### config.mk
export PLATFORM = sky130hd
export DESIGN_NAME = eth_tx_sched
export DESIGN_NICKNAME = d
export VERILOG_FILES = /design/src/rtl/eth_pkg.sv /design/src/rtl/arp_reply_mux.sv /design/src/rtl/eth_tx_sched.sv
export SDC_FILE = /design/constraint.sdc
export NUM_CORES = 1
export LEC_CHECK = 0
export BUFFER_PORTS_ARGS = -buffer_cell sky130_fd_sc_hd__buf_2
export CORE_MARGIN = 8
export CORE_UTILIZATION = 55
export DETAILED_ROUTE_END_ITERATION = 8
export PLACE_DENSITY = 0.79
export SYNTH_ARGS = -nofsm -noshare
export SYNTH_HDL_FRONTEND = slang
export SYNTH_SLANG_ARGS = --single-unit
### constraint.sdc
create_clock -name clk -period 3.4 [get_ports clk]
set_input_delay 1.02 -clock clk [delete_from_list [all_inputs] [get_ports clk]]
set_output_delay 1.02 -clock clk [all_outputs]
set_load 0.02 [all_outputs]
### src/rtl/eth_pkg.sv
// Shared constants and types for the Ethernet transmit scheduler.
package eth_pkg;

    localparam logic [15:0] ETH_TYPE_ARP  = 16'h0806;
    localparam logic [15:0] ETH_TYPE_IP   = 16'h0800;
    localparam logic [15:0] ARP_HTYPE_ETH = 16'h0001;
    localparam logic [7:0]  ARP_HLEN      = 8'h06;
    localparam logic [7:0]  ARP_PLEN      = 8'h04;
    localparam logic [15:0] ARP_OP_REQ    = 16'h0001;
    localparam logic [15:0] ARP_OP_REPLY  = 16'h0002;

    // ARP reply frame length in bytes (no padding, the MAC pads).
    localparam int          ARP_LEN      = 42;
    localparam logic [5:0]  ARP_LAST_IDX = 6'(ARP_LEN - 1);

    typedef enum logic [1:0] {
        IDLE = 2'd0,
        ARP  = 2'd1,
        UDP  = 2'd2
    } tx_state_t;

    // Which source won the previous grant; used to break ties.
    typedef enum logic {
        GRANT_ARP = 1'b0,
        GRANT_UDP = 1'b1
    } grant_t;

endpackage

### src/rtl/arp_reply_mux.sv
// Combinational selector returning byte `bidx` of the ARP reply frame.
module arp_reply_mux
    import eth_pkg::*;
#(
    parameter logic [47:0] local_mac = 48'h00_0a_35_01_02_03,
    parameter logic [31:0] local_ip  = 32'h10_00_00_80
) (
    input  logic [47:0] act_mac,
    input  logic [31:0] act_ip,
    input  logic [5:0]  bidx,
    output logic [7:0]  byte_o
);

    // Whole reply frame, byte 0 in the most significant position.
    logic [ARP_LEN*8-1:0] frame;

    assign frame = {act_mac, local_mac, ETH_TYPE_ARP,
                    ARP_HTYPE_ETH, ETH_TYPE_IP, ARP_HLEN, ARP_PLEN, ARP_OP_REPLY,
                    local_mac, local_ip, act_mac, act_ip};

    // Pick the addressed byte; indices past the frame end read as zero.
    always_comb begin
        byte_o = 8'h00;
        for (int i = 0; i < ARP_LEN; i++) begin
            if (bidx == 6'(i)) begin
                byte_o = frame[(ARP_LEN-1-i)*8 +: 8];
            end
        end
    end

endmodule

### src/rtl/eth_tx_sched.sv
// Frame-granular scheduler sharing the TX MAC FIFO between generated ARP
// replies and a pass-through UDP frame stream.
//
// Handshake semantics (all streams): a byte transfers on a rising edge where
// valid and ready are both high; once valid is raised, data/last are held
// stable until that transfer happens, and valid never depends on ready.
module eth_tx_sched
    import eth_pkg::*;
#(
    parameter logic [47:0] local_mac = 48'h00_0a_35_01_02_03,
    parameter logic [31:0] local_ip  = 32'h10_00_00_80
) (
    input  logic        clk,
    input  logic        resetn,
    input  logic        arp_req,
    input  logic [47:0] arp_remote_mac,
    input  logic [31:0] arp_remote_ip,
    input  logic        udp_tvalid,
    output logic        udp_tready,
    input  logic [7:0]  udp_tdata,
    input  logic        udp_tlast,
    output logic        tx_fifo_tvalid,
    input  logic        tx_fifo_tready,
    output logic [7:0]  tx_fifo_tdata,
    output logic        tx_fifo_tlast,
    output logic        tx_fifo_tuser,
    output logic        busy,
    output logic [15:0] arp_drop_cnt,
    output logic [1:0]  dbg_state
);

    tx_state_t   state_q, state_d;
    logic        pend_q, pend_d;
    logic [47:0] pend_mac_q, pend_mac_d;
    logic [31:0] pend_ip_q, pend_ip_d;
    logic [47:0] act_mac_q, act_mac_d;
    logic [31:0] act_ip_q, act_ip_d;
    logic [5:0]  bidx_q, bidx_d;
    grant_t      last_grant_q, last_grant_d;
    logic [15:0] drop_cnt_q, drop_cnt_d;

    logic        grant_arp;
    logic        grant_udp;
    logic        arp_fire;
    logic        udp_fire;
    logic [7:0]  arp_byte;

    arp_reply_mux #(
        .local_mac (local_mac),
        .local_ip  (local_ip)
    ) u_arp_reply_mux (
        .act_mac (act_mac_q),
        .act_ip  (act_ip_q),
        .bidx    (bidx_q),
        .byte_o  (arp_byte)
    );

    // Arbitration in IDLE (alternate on ties) and transfer strobes per state.
    always_comb begin
        grant_arp = 1'b0;
        grant_udp = 1'b0;
        if (state_q == IDLE) begin
            if (pend_q && udp_tvalid) begin
                if (last_grant_q == GRANT_UDP) grant_arp = 1'b1;
                else                           grant_udp = 1'b1;
            end else if (pend_q) begin
                grant_arp = 1'b1;
            end else if (udp_tvalid) begin
                grant_udp = 1'b1;
            end
        end
        arp_fire = (state_q == ARP) && tx_fifo_tready;
        udp_fire = (state_q == UDP) && udp_tvalid && tx_fifo_tready;
    end

    // State register.
    always_ff @(posedge clk or negedge resetn) begin
        if (!resetn) state_q <= IDLE;
        else         state_q <= state_d;
    end

    // Next state: a frame, once granted, runs until its last transfer.
    always_comb begin
        state_d = state_q;
        case (state_q)
            IDLE: begin
                if (grant_arp)      state_d = ARP;
                else if (grant_udp) state_d = UDP;
            end
            ARP:     if (arp_fire && (bidx_q == ARP_LAST_IDX)) state_d = IDLE;
            UDP:     if (udp_fire && udp_tlast)                state_d = IDLE;
            default: state_d = IDLE;
        endcase
    end

    // Output decode: nothing offered in IDLE, UDP stream is a straight wire.
    always_comb begin
        tx_fifo_tvalid = 1'b0;
        tx_fifo_tdata  = 8'h00;
        tx_fifo_tlast  = 1'b0;
        udp_tready     = 1'b0;
        case (state_q)
            ARP: begin
                tx_fifo_tvalid = 1'b1;
                tx_fifo_tdata  = arp_byte;
                tx_fifo_tlast  = (bidx_q == ARP_LAST_IDX);
            end
            UDP: begin
                tx_fifo_tvalid = udp_tvalid;
                tx_fifo_tdata  = udp_tdata;
                tx_fifo_tlast  = udp_tlast;
                udp_tready     = tx_fifo_tready;
            end
            default: ;
        endcase
    end

    assign tx_fifo_tuser = 1'b0;
    assign busy          = (state_q != IDLE);
    assign arp_drop_cnt  = drop_cnt_q;
    assign dbg_state     = state_q;

    // Pending slot, active reply registers, byte index and drop counter.
    always_comb begin
        pend_d       = pend_q;
        pend_mac_d   = pend_mac_q;
        pend_ip_d    = pend_ip_q;
        act_mac_d    = act_mac_q;
        act_ip_d     = act_ip_q;
        bidx_d       = bidx_q;
        last_grant_d = last_grant_q;
        drop_cnt_d   = drop_cnt_q;

        if (grant_arp) begin
            act_mac_d    = pend_mac_q;
            act_ip_d     = pend_ip_q;
            pend_d       = 1'b0;
            bidx_d       = 6'd0;
            last_grant_d = GRANT_ARP;
        end
        if (grant_udp) begin
            last_grant_d = GRANT_UDP;
        end
        if (arp_fire) begin
            bidx_d = bidx_q + 6'd1;
        end
        // A request arriving while the slot is being granted refills it and
        // is not counted; otherwise an occupied slot is overwritten.
        if (arp_req) begin
            pend_d     = 1'b1;
            pend_mac_d = arp_remote_mac;
            pend_ip_d  = arp_remote_ip;
            if (pend_q && !grant_arp && (drop_cnt_q != 16'hFFFF)) begin
                drop_cnt_d = drop_cnt_q + 16'd1;
            end
        end
    end

    // Datapath registers.
    always_ff @(posedge clk or negedge resetn) begin
        if (!resetn) begin
            pend_q       <= 1'b0;
            pend_mac_q   <= 48'h0;
            pend_ip_q    <= 32'h0;
            act_mac_q    <= 48'h0;
            act_ip_q     <= 32'h0;
            bidx_q       <= 6'd0;
            last_grant_q <= GRANT_UDP;
            drop_cnt_q   <= 16'h0;
        end else begin
            pend_q       <= pend_d;
            pend_mac_q   <= pend_mac_d;
            pend_ip_q    <= pend_ip_d;
            act_mac_q    <= act_mac_d;
            act_ip_q     <= act_ip_d;
            bidx_q       <= bidx_d;
            last_grant_q <= last_grant_d;
            drop_cnt_q   <= drop_cnt_d;
        end
    end

endmodule

==> results of run 1 <==
metal layers:
layer,global-route usage,share of wire,wire length [µm],vias to the layer above
li1,-,-,-,4111
met1,0.400,0.39,13600,4574
met2,0.498,0.47,16400,530
met3,0.0767,0.087,3000,105
met4,0.153,0.044,1530,0
met5,0,0,0,-
repair_timing:
item / in CTS / in global routing
resized for setup: 106 / 56
hold buffers: 0 / 0
buffers inserted: 28 / 3
endpoints found under the setup margin: 9 / 9
cloned: 0 / 0
pin swaps: 28 / 19
area by class of cell:
type	count	area, µm²	area share
multi-input cells	755	5060	0.393
flip-flops and latches	186	4660	0.362
repair buffers	304	2210	0.172
clock buffers	17	425	0.0330
well taps	225	282	0.0219
clock inverters	14	168	0.0130
inverters	17	63.8	0.00496
diodes	1	2.50	0.000194
flip-flops by register name, indices dropped and copies added (netlist names):
signal and flops:
bidx_q 6, pend_mac_q 48, last_grant_q 1, act_mac_q 48
pend_q 1, arp_drop_cnt 16, dbg_state 2, pend_ip_q 32
act_ip_q 32
power by group through the flow:
stage | combinational (mW) | sequential, mW | clock [mW]
6_report | 4.23 | 3.50 | 2.05
5_1_grt | 4.55 | 3.55 | 2.13
4_1_cts | 3.95 | 3.46 | 2.05
3_5_place_dp | 3.45 | 3.48 | 0
3_3_place_gp | 3.36 | 3.49 | 0
2_1_floorplan | 2.09 | 3.26 | 0
critical path, cell delays in order, from the launching register on:
cell and delay (ns):
dfrtp_1 0.44, buf_6 0.15, ha_4 0.18, buf_6 0.15, and4bb_2 0.28, a21boi_0 0.25
nand4_1 0.17, buf_4 0.16, buf_4 0.12, buf_4 0.12, o211ai_1 0.22, nor2_1 0.12
buf_2 0.18
path summary, 6_finish.rpt:
check                                   start          endpoint  slack [ns]  cells after the start
worst min register to register  pend_ip_q[24]      act_ip_q[24]        0.47                      2
max in group asynchronous              resetn      last_grant_q        2.10                      2
worst max register to register      bidx_q[1]      dbg_state[0]        1.27                     11
worst max-delay path                bidx_q[0]  tx_fifo_tdata[0]       -0.61                     12
worst min-delay path            pend_ip_q[24]      act_ip_q[24]        0.47                      2
min in group asynchronous              resetn     act_mac_q[12]        0.58                      1
cells in the final DEF, fill, tap and decap left out, types with 8 or more instances in the layout:
master,netlist,final
nand2_1,288,284
dfrtp_1,185,181
buf_4,6,151
buf_2,13,114
mux2_2,82,82
nor2_1,47,39
buf_6,1,30
o21ai_0,37,27
a21oi_1,30,27
nand3_1,27,24
clkbuf_16,0,17
inv_1,17,14
and3_1,14,13
nand4_1,11,11
xnor2_1,10,10
nand3b_1,9,9
nor3_1,11,9
nor2b_1,12,8
a221oi_2,1,8
cells by family (layout without fill, tap and decap cells):
group / count (synthesis) / in the layout / synth area share
xor+xnor: 15 / 15 / 0.0137
compound gates: 178 / 178 / 0.131
other cells: 1 / 2 / 0.000392
buf+inv: 86 / 352 / 0.0386
mux: 83 / 83 / 0.0976
flops: 186 / 186 / 0.487
fa+ha+maj: 8 / 8 / 0.0105
simple gates: 470 / 470 / 0.222
==> flow_metrics.env, run 1 <==
export IMPL_combPwrFrac=0.432
export IMPL_worst_setup_path_type="flop to primary output"
export IMPL_synth_area_leaders="dfrtp_1 (48%), nand2_1 (11%), mux2_2 (9.7%)"
export IMPL_setup_viol=8
export IMPL_finalInstanceArea_um2=12900
export IMPL_fin_skew_ns=0.0133
export IMPL_avgSynthCellArea_um2=9.32
export IMPL_syn_nets=1129
export IMPL_synthMostInstantiatedCell="nand2_1"
export IMPL_grt_usage=0.316
export IMPL_antenna_found_initial=1
export IMPL_start_util=0.557
export IMPL_hold_class="flop to flop"
export IMPL_min_period_ns=4.01
export IMPL_yosys_warnings=0
export IMPL_period_share=1.18
export IMPL_final_max_slew_violation_count=0
export IMPL_p_sw_frac=0.423
export IMPL_fill_cells=1213
export IMPL_rows=48
export IMPL_port_buffer_count=123
export IMPL_cts_root_buffer="clkbuf_16"
export IMPL_utilization=0.750
export IMPL_syn_to_final_growth_pct=34.6
export IMPL_ys_top_cells_by_count="nand2_1 (288), dfrtp_1 (185), mux2_2 (82)"
export IMPL_powerDensity_nw_per_um2=760
export IMPL_drive_above_1_share=0.396
export IMPL_clk_pin_slew_ns=0.08
export IMPL_io_pins=125
export IMPL_p_leak_nw=6.07
export IMPL_yosysUniqueCellTypes=78
export IMPL_rsz0062_at_grt="true"
export IMPL_max_cap_viol_count=0
export IMPL_wl_um=34500
export IMPL_clkLatencyLatePin_ns=0.45
export IMPL_critPathLaunchType="flop"
export IMPL_die_y_um=148
export IMPL_first_global_vias=9630
export IMPL_fin_cells=1519
export IMPL_placed_cells=1456
export IMPL_numClockSinks=186
export IMPL_cp_max_fo=6
export IMPL_nets=1383
export IMPL_place_congestion=0.990
export IMPL_seqPwrFrac=0.358
export IMPL_cp_arrival_ns=2.99
export IMPL_grt_pass1_wl_um=53900
export IMPL_post_place_ws_ns=-0.361
export IMPL_cts_tree="yes"
export IMPL_crit_path_end_kind="primary output"
export IMPL_synthArstFlopShare=1.00
export IMPL_coreArea_um2=17200
export IMPL_required_ns=2.38
export IMPL_synth_top_area_cell="dfrtp_1"
export IMPL_synth_top_area_frac=0.484
export IMPL_synth_seq_cells=186
export IMPL_clock_path_buffers=2
export IMPL_postSynthCellCount=1027
export IMPL_synth_edf_count=0
export IMPL_ir_drop_uv=618
export IMPL_p_clk_frac=0.210
export IMPL_synthesis_area_um2=9570
export IMPL_cts_buffers=17
export IMPL_viasPerCell=6.14
export IMPL_dpl_hpwl_um=24400
export IMPL_first_pass_iters=5
export IMPL_drc=0
export IMPL_maxSlewHeadroom=0.503
export IMPL_postRouteAntennaNets=0
export IMPL_routedWlPerCell_um=22.7
export IMPL_drt_iter0_drc=878
export IMPL_dpl_cell_area_um2=11400
export IMPL_status="finished with violations"
export IMPL_synthFlopType="dfrtp_1"
export IMPL_route_vias_total=9320
export IMPL_gr_total_overflow=0
export IMPL_finalHoldViolCount=0
export IMPL_htreeDepth=4
export IMPL_fp_dieW_um=148
export IMPL_max_freq_mhz=249
export IMPL_finalPower_mw=9.78
export IMPL_worst_pin_slew_ns=0.746
export IMPL_internal_power_mw=5.64
export IMPL_whs_ns=0.468
export IMPL_fin_setup_tns_ns=-3.88
export IMPL_die_area_um2=21900
export IMPL_violations="negative setup slack"
export IMPL_grt_max_degree=88
export IMPL_switchingPower_mw=4.14
export IMPL_setup_slack_ns=-0.614
export IMPL_ys_seq_area_frac=0.487
Power figures use the tool's default switching activity.
==> run 2: changes to the inputs <==
- PLACE_DENSITY: 0.79 -> 0.83
==> run 2 against run 1 <==
The run still ends with negative setup slack left. First-iteration DRC count is 17% higher. Critical path depth is 1 lower. Setup slack better by 0.14 ns. Design area is 0.74% lower. Power is 0.94% lower. Sequential share of layout area is 0.27 points higher.
==> flow_metrics.env, run 2 (synthesis results as in run 1) <==
export IMPL_finalHoldViolCount=0
export IMPL_routedWlPerCell_um=22.4
export IMPL_min_period_ns=3.87
export IMPL_clk_pin_slew_ns=0.08
export IMPL_grt_pass1_wl_um=52500
export IMPL_crit_path_end_kind="primary output"
export IMPL_io_pins=125
export IMPL_finalInstanceArea_um2=12800
export IMPL_htreeDepth=4
export IMPL_gr_total_overflow=0
export IMPL_crit_chain="inv_4, ha_4, buf_6, nor2_1, buf_4, a21oi_2, nor2_1, a221oi_2, nand2_2, a221o_1, buf_6"
export IMPL_post_place_ws_ns=-0.454
export IMPL_first_global_vias=9469
export IMPL_grt_usage=0.309
export IMPL_ir_drop_uv=503
export IMPL_cp_max_fo=7
export IMPL_max_cap_viol_count=0
export IMPL_cts_root_buffer="clkbuf_16"
export IMPL_violations="negative setup slack"
export IMPL_cts_tree="yes"
export IMPL_drt_iter0_drc=1031
export IMPL_first_pass_iters=6
export IMPL_cpMaxStageDelayCell="dfrtp_2"
export IMPL_wl_um=34000
export IMPL_rsz0062_at_grt="true"
export IMPL_postRouteAntennaNets=0
export IMPL_route_vias_total=9197
export IMPL_p_leak_nw=6.04
export IMPL_coreArea_um2=17200
export IMPL_worst_pin_slew_ns=0.602
export IMPL_nets=1386
export IMPL_maxSlewHeadroom=0.598
export IMPL_grt_max_degree=63
export IMPL_antenna_found_initial=1
export IMPL_powerDensity_nw_per_um2=758
export IMPL_top_regs="act_mac_q x48, pend_mac_q x48"
export IMPL_critPathLaunchType="flop"
export IMPL_fin_setup_tns_ns=-3.41
export IMPL_finalPower_mw=9.69
export IMPL_viasPerCell=6.05
export IMPL_final_cell_mix="nand2_1 (284), dfrtp_1 (181), buf_4 (167)"
export IMPL_clkLatencyLatePin_ns=0.44
export IMPL_setup_slack_ns=-0.470
export IMPL_clock_path_buffers=2
export IMPL_hold_class="flop to flop"
export IMPL_worst_setup_path_type="flop to primary output"
export IMPL_die_y_um=148
export IMPL_fp_dieW_um=148
export IMPL_port_buffer_count=123
export IMPL_diodes=0
export IMPL_dpl_hpwl_um=25200
export IMPL_cts_buffers=17
export IMPL_utilization=0.744
export IMPL_fin_skew_ns=0.00923
export IMPL_critical_path_max_stage_delay_ns=0.47
export IMPL_die_area_um2=21900
export IMPL_period_share=1.14
export IMPL_status="finished with violations"
export IMPL_final_max_slew_violation_count=0
export IMPL_dpl_cell_area_um2=11500
export IMPL_start_util=0.557
export IMPL_numClockSinks=186
export IMPL_drc=0
export IMPL_drive_above_1_share=0.394
export IMPL_required_ns=2.38
export IMPL_setup_viol=8
export IMPL_max_freq_mhz=258
export IMPL_cp_arrival_ns=2.85
export IMPL_place_congestion=1.01
export IMPL_rows=48
export IMPL_final_common_cell="nand2_1"
export IMPL_syn_to_final_growth_pct=33.6
-- run 2: cell count changes in the layout (fill, tap and decap cells not counted), sizes merged --
cell	delta
clkbuf	+2
clkinvlp	+1
diode	-1
inv	-5
clkinv	+2
buf	+2
bufinv	+1
-- run 2: routing by layer --
metal | vias up | track usage | wire (µm)
met1 | 4477 | 0.392 | 13500
met5 | - | 0 | 12
li1 | 4113 | - | -
met2 | 500 | 0.502 | 16300
met3 | 105 | 0.0728 | 2930
met4 | 2 | 0.125 | 1280
-- run 2: area by class of cell --
class / instances / area (µm²)
Sequential cell: 186 / 4660
Clock inverter: 13 / 156
Multi-Input combinational cell: 755 / 4990
Timing Repair Buffer: 307 / 2180
Clock buffer: 18 / 439
Inverter: 17 / 72.6
Tap cell: 225 / 282
Fill cell: 1276 / 4390
-- run 2: worst paths after layout --
path / from / end / slack [ns] / depth (start not counted)
min in group asynchronous: resetn / pend_ip_q[23] / 0.55 / 1
hold reg to reg: pend_mac_q[35] / act_mac_q[35] / 0.47 / 2
hold / removal: pend_mac_q[35] / act_mac_q[35] / 0.47 / 2
max in group asynchronous: resetn / bidx_q[1] / 2.14 / 2
setup / recovery: bidx_q[1] / tx_fifo_tdata[2] / -0.47 / 11
setup reg to reg: dbg_state[0] / arp_drop_cnt[15] / 1.33 / 7
-- run 2: through the flow --
step	hold slack [ns]	instances
after CTS	0.467	1513
final	0.468	1521
after detailed placement	0.454	1472
after global placement	0.442	1472
after floorplan	0.435	1027
after global routing	0.488	1521
-- run 2: repair_timing --
action                                  in CTS  in global routing
gates resized for setup                     85                 59
hold buffers                                 0                  0
hold endpoints to repair                     0                  0
setup buffers                               11                  7
gates cloned                                 0                  1
endpoints found under the setup margin       9                  9
pin swaps                                   23                 32
-- run 2: power by group --
part           switching [mW]  leakage [nW]  internal, mW
sequential              0.676          2.26          2.85
combinational            2.36          3.49          1.78
clock                   0.949         0.294          1.06
-- run 2: critical path, delay by kind of cell, from the launching register on --
| family | cells | cell delay, ns |
|---|---|---|
| compound gates | 3 | 0.92 |
| fa+ha+maj | 1 | 0.20 |
| buf+inv | 4 | 0.55 |
| flops | 1 | 0.47 |
| simple gates | 3 | 0.27 |
==> run 3: changes to the inputs <==
==> constraint.sdc (replaced) <==
create_clock -name clk -period 3.4 [get_ports clk]
set_input_delay 0.34 -clock clk [delete_from_list [all_inputs] [get_ports clk]]
set_output_delay 0.34 -clock clk [all_outputs]
set_load 0.02 [all_outputs]
==> run 3 against run 2 <==
Clock skew increased by 0.0053 ns. Final cell count decreased by 6.6%. The run now ends clean. Global-route usage down 0.59 points. Non-clock buffer count down 101. Highest routed layer is now met4. Via count fell by 2.8%. Sequential cell count did not move. Die area stayed put. Utilization decreased by 6.3 points. Maximum frequency increased by 16%. Register-to-register slack worse by 0.17 ns. Hold slack got worse by 0.42 ns. Design area decreased by 8.5%.
==> flow_metrics.env, run 3 (synthesis results as in run 1) <==
export IMPL_cp_max_fo=6
export IMPL_fin_setup_tns_ns=0
export IMPL_cts_buffers=17
export IMPL_cts_tree="yes"
export IMPL_finalHoldViolCount=0
export IMPL_postCtsHoldBufs=0
export IMPL_syn_to_final_growth_pct=22.2
export IMPL_fin_skew_ns=0.0145
export IMPL_utilization=0.681
export IMPL_top_regs="act_mac_q x48, pend_mac_q x48"
export IMPL_setup_slack_ns=0.0568
export IMPL_worst_setup_path_type="flop to primary output"
export IMPL_finalInstanceArea_um2=11700
export IMPL_diodes=0
export IMPL_viasPerCell=6.29
export IMPL_fin_cells=1421
export IMPL_clkLatencyLatePin_ns=0.45
export IMPL_period_share=0.983
export IMPL_finalPower_mw=9.26
export IMPL_max_cap_viol_count=0
export IMPL_place_congestion=0.991
export IMPL_setup_viol=0
export IMPL_placed_cells=1382
export IMPL_die_area_um2=21900
export IMPL_p_leak_nw=5.48
export IMPL_dpl_cell_area_um2=10800
export IMPL_final_cell_mix="nand2_1 (286), dfrtp_1 (180), buf_2 (118)"
export IMPL_maxSlewHeadroom=0.307
export IMPL_multiInputGateArea_um2=4700
export IMPL_die_y_um=148
export IMPL_hold_class="input port to async pin"
export IMPL_crit_buf_inv=3
export IMPL_antenna_found_initial=0
export IMPL_nets=1285
export IMPL_post_place_ws_ns=0.179
export IMPL_r2r_setup_slack_ns=1.16
export IMPL_rsz0062_at_grt="true"
export IMPL_fill_cells=1341
export IMPL_port_buffer_count=123
export IMPL_clock_path_buffers=2
export IMPL_clk_pin_slew_ns=0.09
export IMPL_first_pass_iters=6
export IMPL_cp_top_family="compound AO/OA/AOI/OAI gates"
export IMPL_wl_um=33300
export IMPL_grt_pass1_wl_um=51100
export IMPL_io_pins=125
export IMPL_cp_arrival_ns=3.00
export IMPL_min_period_ns=3.34
export IMPL_gr_total_overflow=0
export IMPL_route_vias_total=8936
export IMPL_critPathLaunchType="flop"
export IMPL_status="finished, final reports clean"
export IMPL_rows=48
export IMPL_final_common_cell="nand2_1"
export IMPL_final_max_slew_violation_count=0
export IMPL_cpMaxStageDelayCell="dfrtp_1"
export IMPL_critical_path_max_stage_delay_ns=0.38
export IMPL_drive_above_1_share=0.304
export IMPL_coreArea_um2=17200
export IMPL_fp_dieW_um=148
export IMPL_numClockSinks=186
export IMPL_worst_pin_slew_ns=1.04
export IMPL_area_sequential_um2=4660
export IMPL_dpl_hpwl_um=24500
export IMPL_cts_root_buffer="clkbuf_16"
export IMPL_drt_iter0_drc=786
export IMPL_crit_chain="inv_1, ha_4, buf_4, nand4bb_1, a21oi_2, a21oi_1, or3_1, a31o_2, a21boi_1, buf_2"
export IMPL_routedWlPerCell_um=23.4
export IMPL_htreeDepth=4
export IMPL_first_global_vias=8989
export IMPL_grt_usage=0.303
export IMPL_required_ns=3.06
export IMPL_powerDensity_nw_per_um2=792
export IMPL_start_util=0.557
export IMPL_postRouteAntennaNets=0
export IMPL_grt_max_degree=118
export IMPL_ir_drop_uv=562
export IMPL_crit_path_end_kind="primary output"
export IMPL_whs_ns=0.0526
export IMPL_drc=0
export IMPL_max_freq_mhz=299
==> run 3: report_power, final <==
group	switching [mW]	total, mW	internal [mW]
combinational	2.16	3.57	1.41
sequential	0.716	3.57	2.85
clock	1.10	2.13	1.03
==> run 3: metal layers <==
layer  routed length [µm]  track usage  vias to the layer above
met5                    0            0                        -
met4                 1720        0.152                        0
met3                 2760       0.0587                      110
met2                15200        0.467                      521
met1                13600        0.403                     4389
li1                     -            -                     3916
==> run 3: timing repair <==
action,in CTS,in global routing
buffers inserted,2,5
endpoints found under the setup margin,8,8
gates cloned,0,0
resized for setup,16,33
pin swaps,1,10
==> run 3: layout make-up <==
type,instances,share of cell area
Clock buffer,17,0.0364
Tap cell,225,0.0241
Sequential cell,186,0.399
Multi-Input combinational cell,755,0.402
Timing Repair Buffer,206,0.116
Inverter,17,0.00546
Clock inverter,15,0.0179
==> run 3: path summary, 6_finish.rpt <==
path | startpoint | end | cells after the start
max | bidx_q[1] | tx_fifo_tdata[3] | 10
min | resetn | pend_ip_q[26] | 1
max reg2reg | bidx_q[1] | dbg_state[0] | 10
min reg2reg | pend_mac_q[33] | act_mac_q[33] | 2
max in group asynchronous | resetn | bidx_q[5] | 2
min in group clk | arp_remote_mac[1] | pend_mac_q[1] | 2
==> run 3: worst register-to-register path, stage by stage (launching register included) <==
cell,delay [ns]
dfrtp_1,0.38
inv_1,0.18
ha_4,0.24
buf_4,0.14
nand4bb_1,0.26
nor2_1,0.17
buf_4,0.18
nand2_1,0.06
a21oi_1,0.30
nand2_1,0.11
o21ai_0,0.11
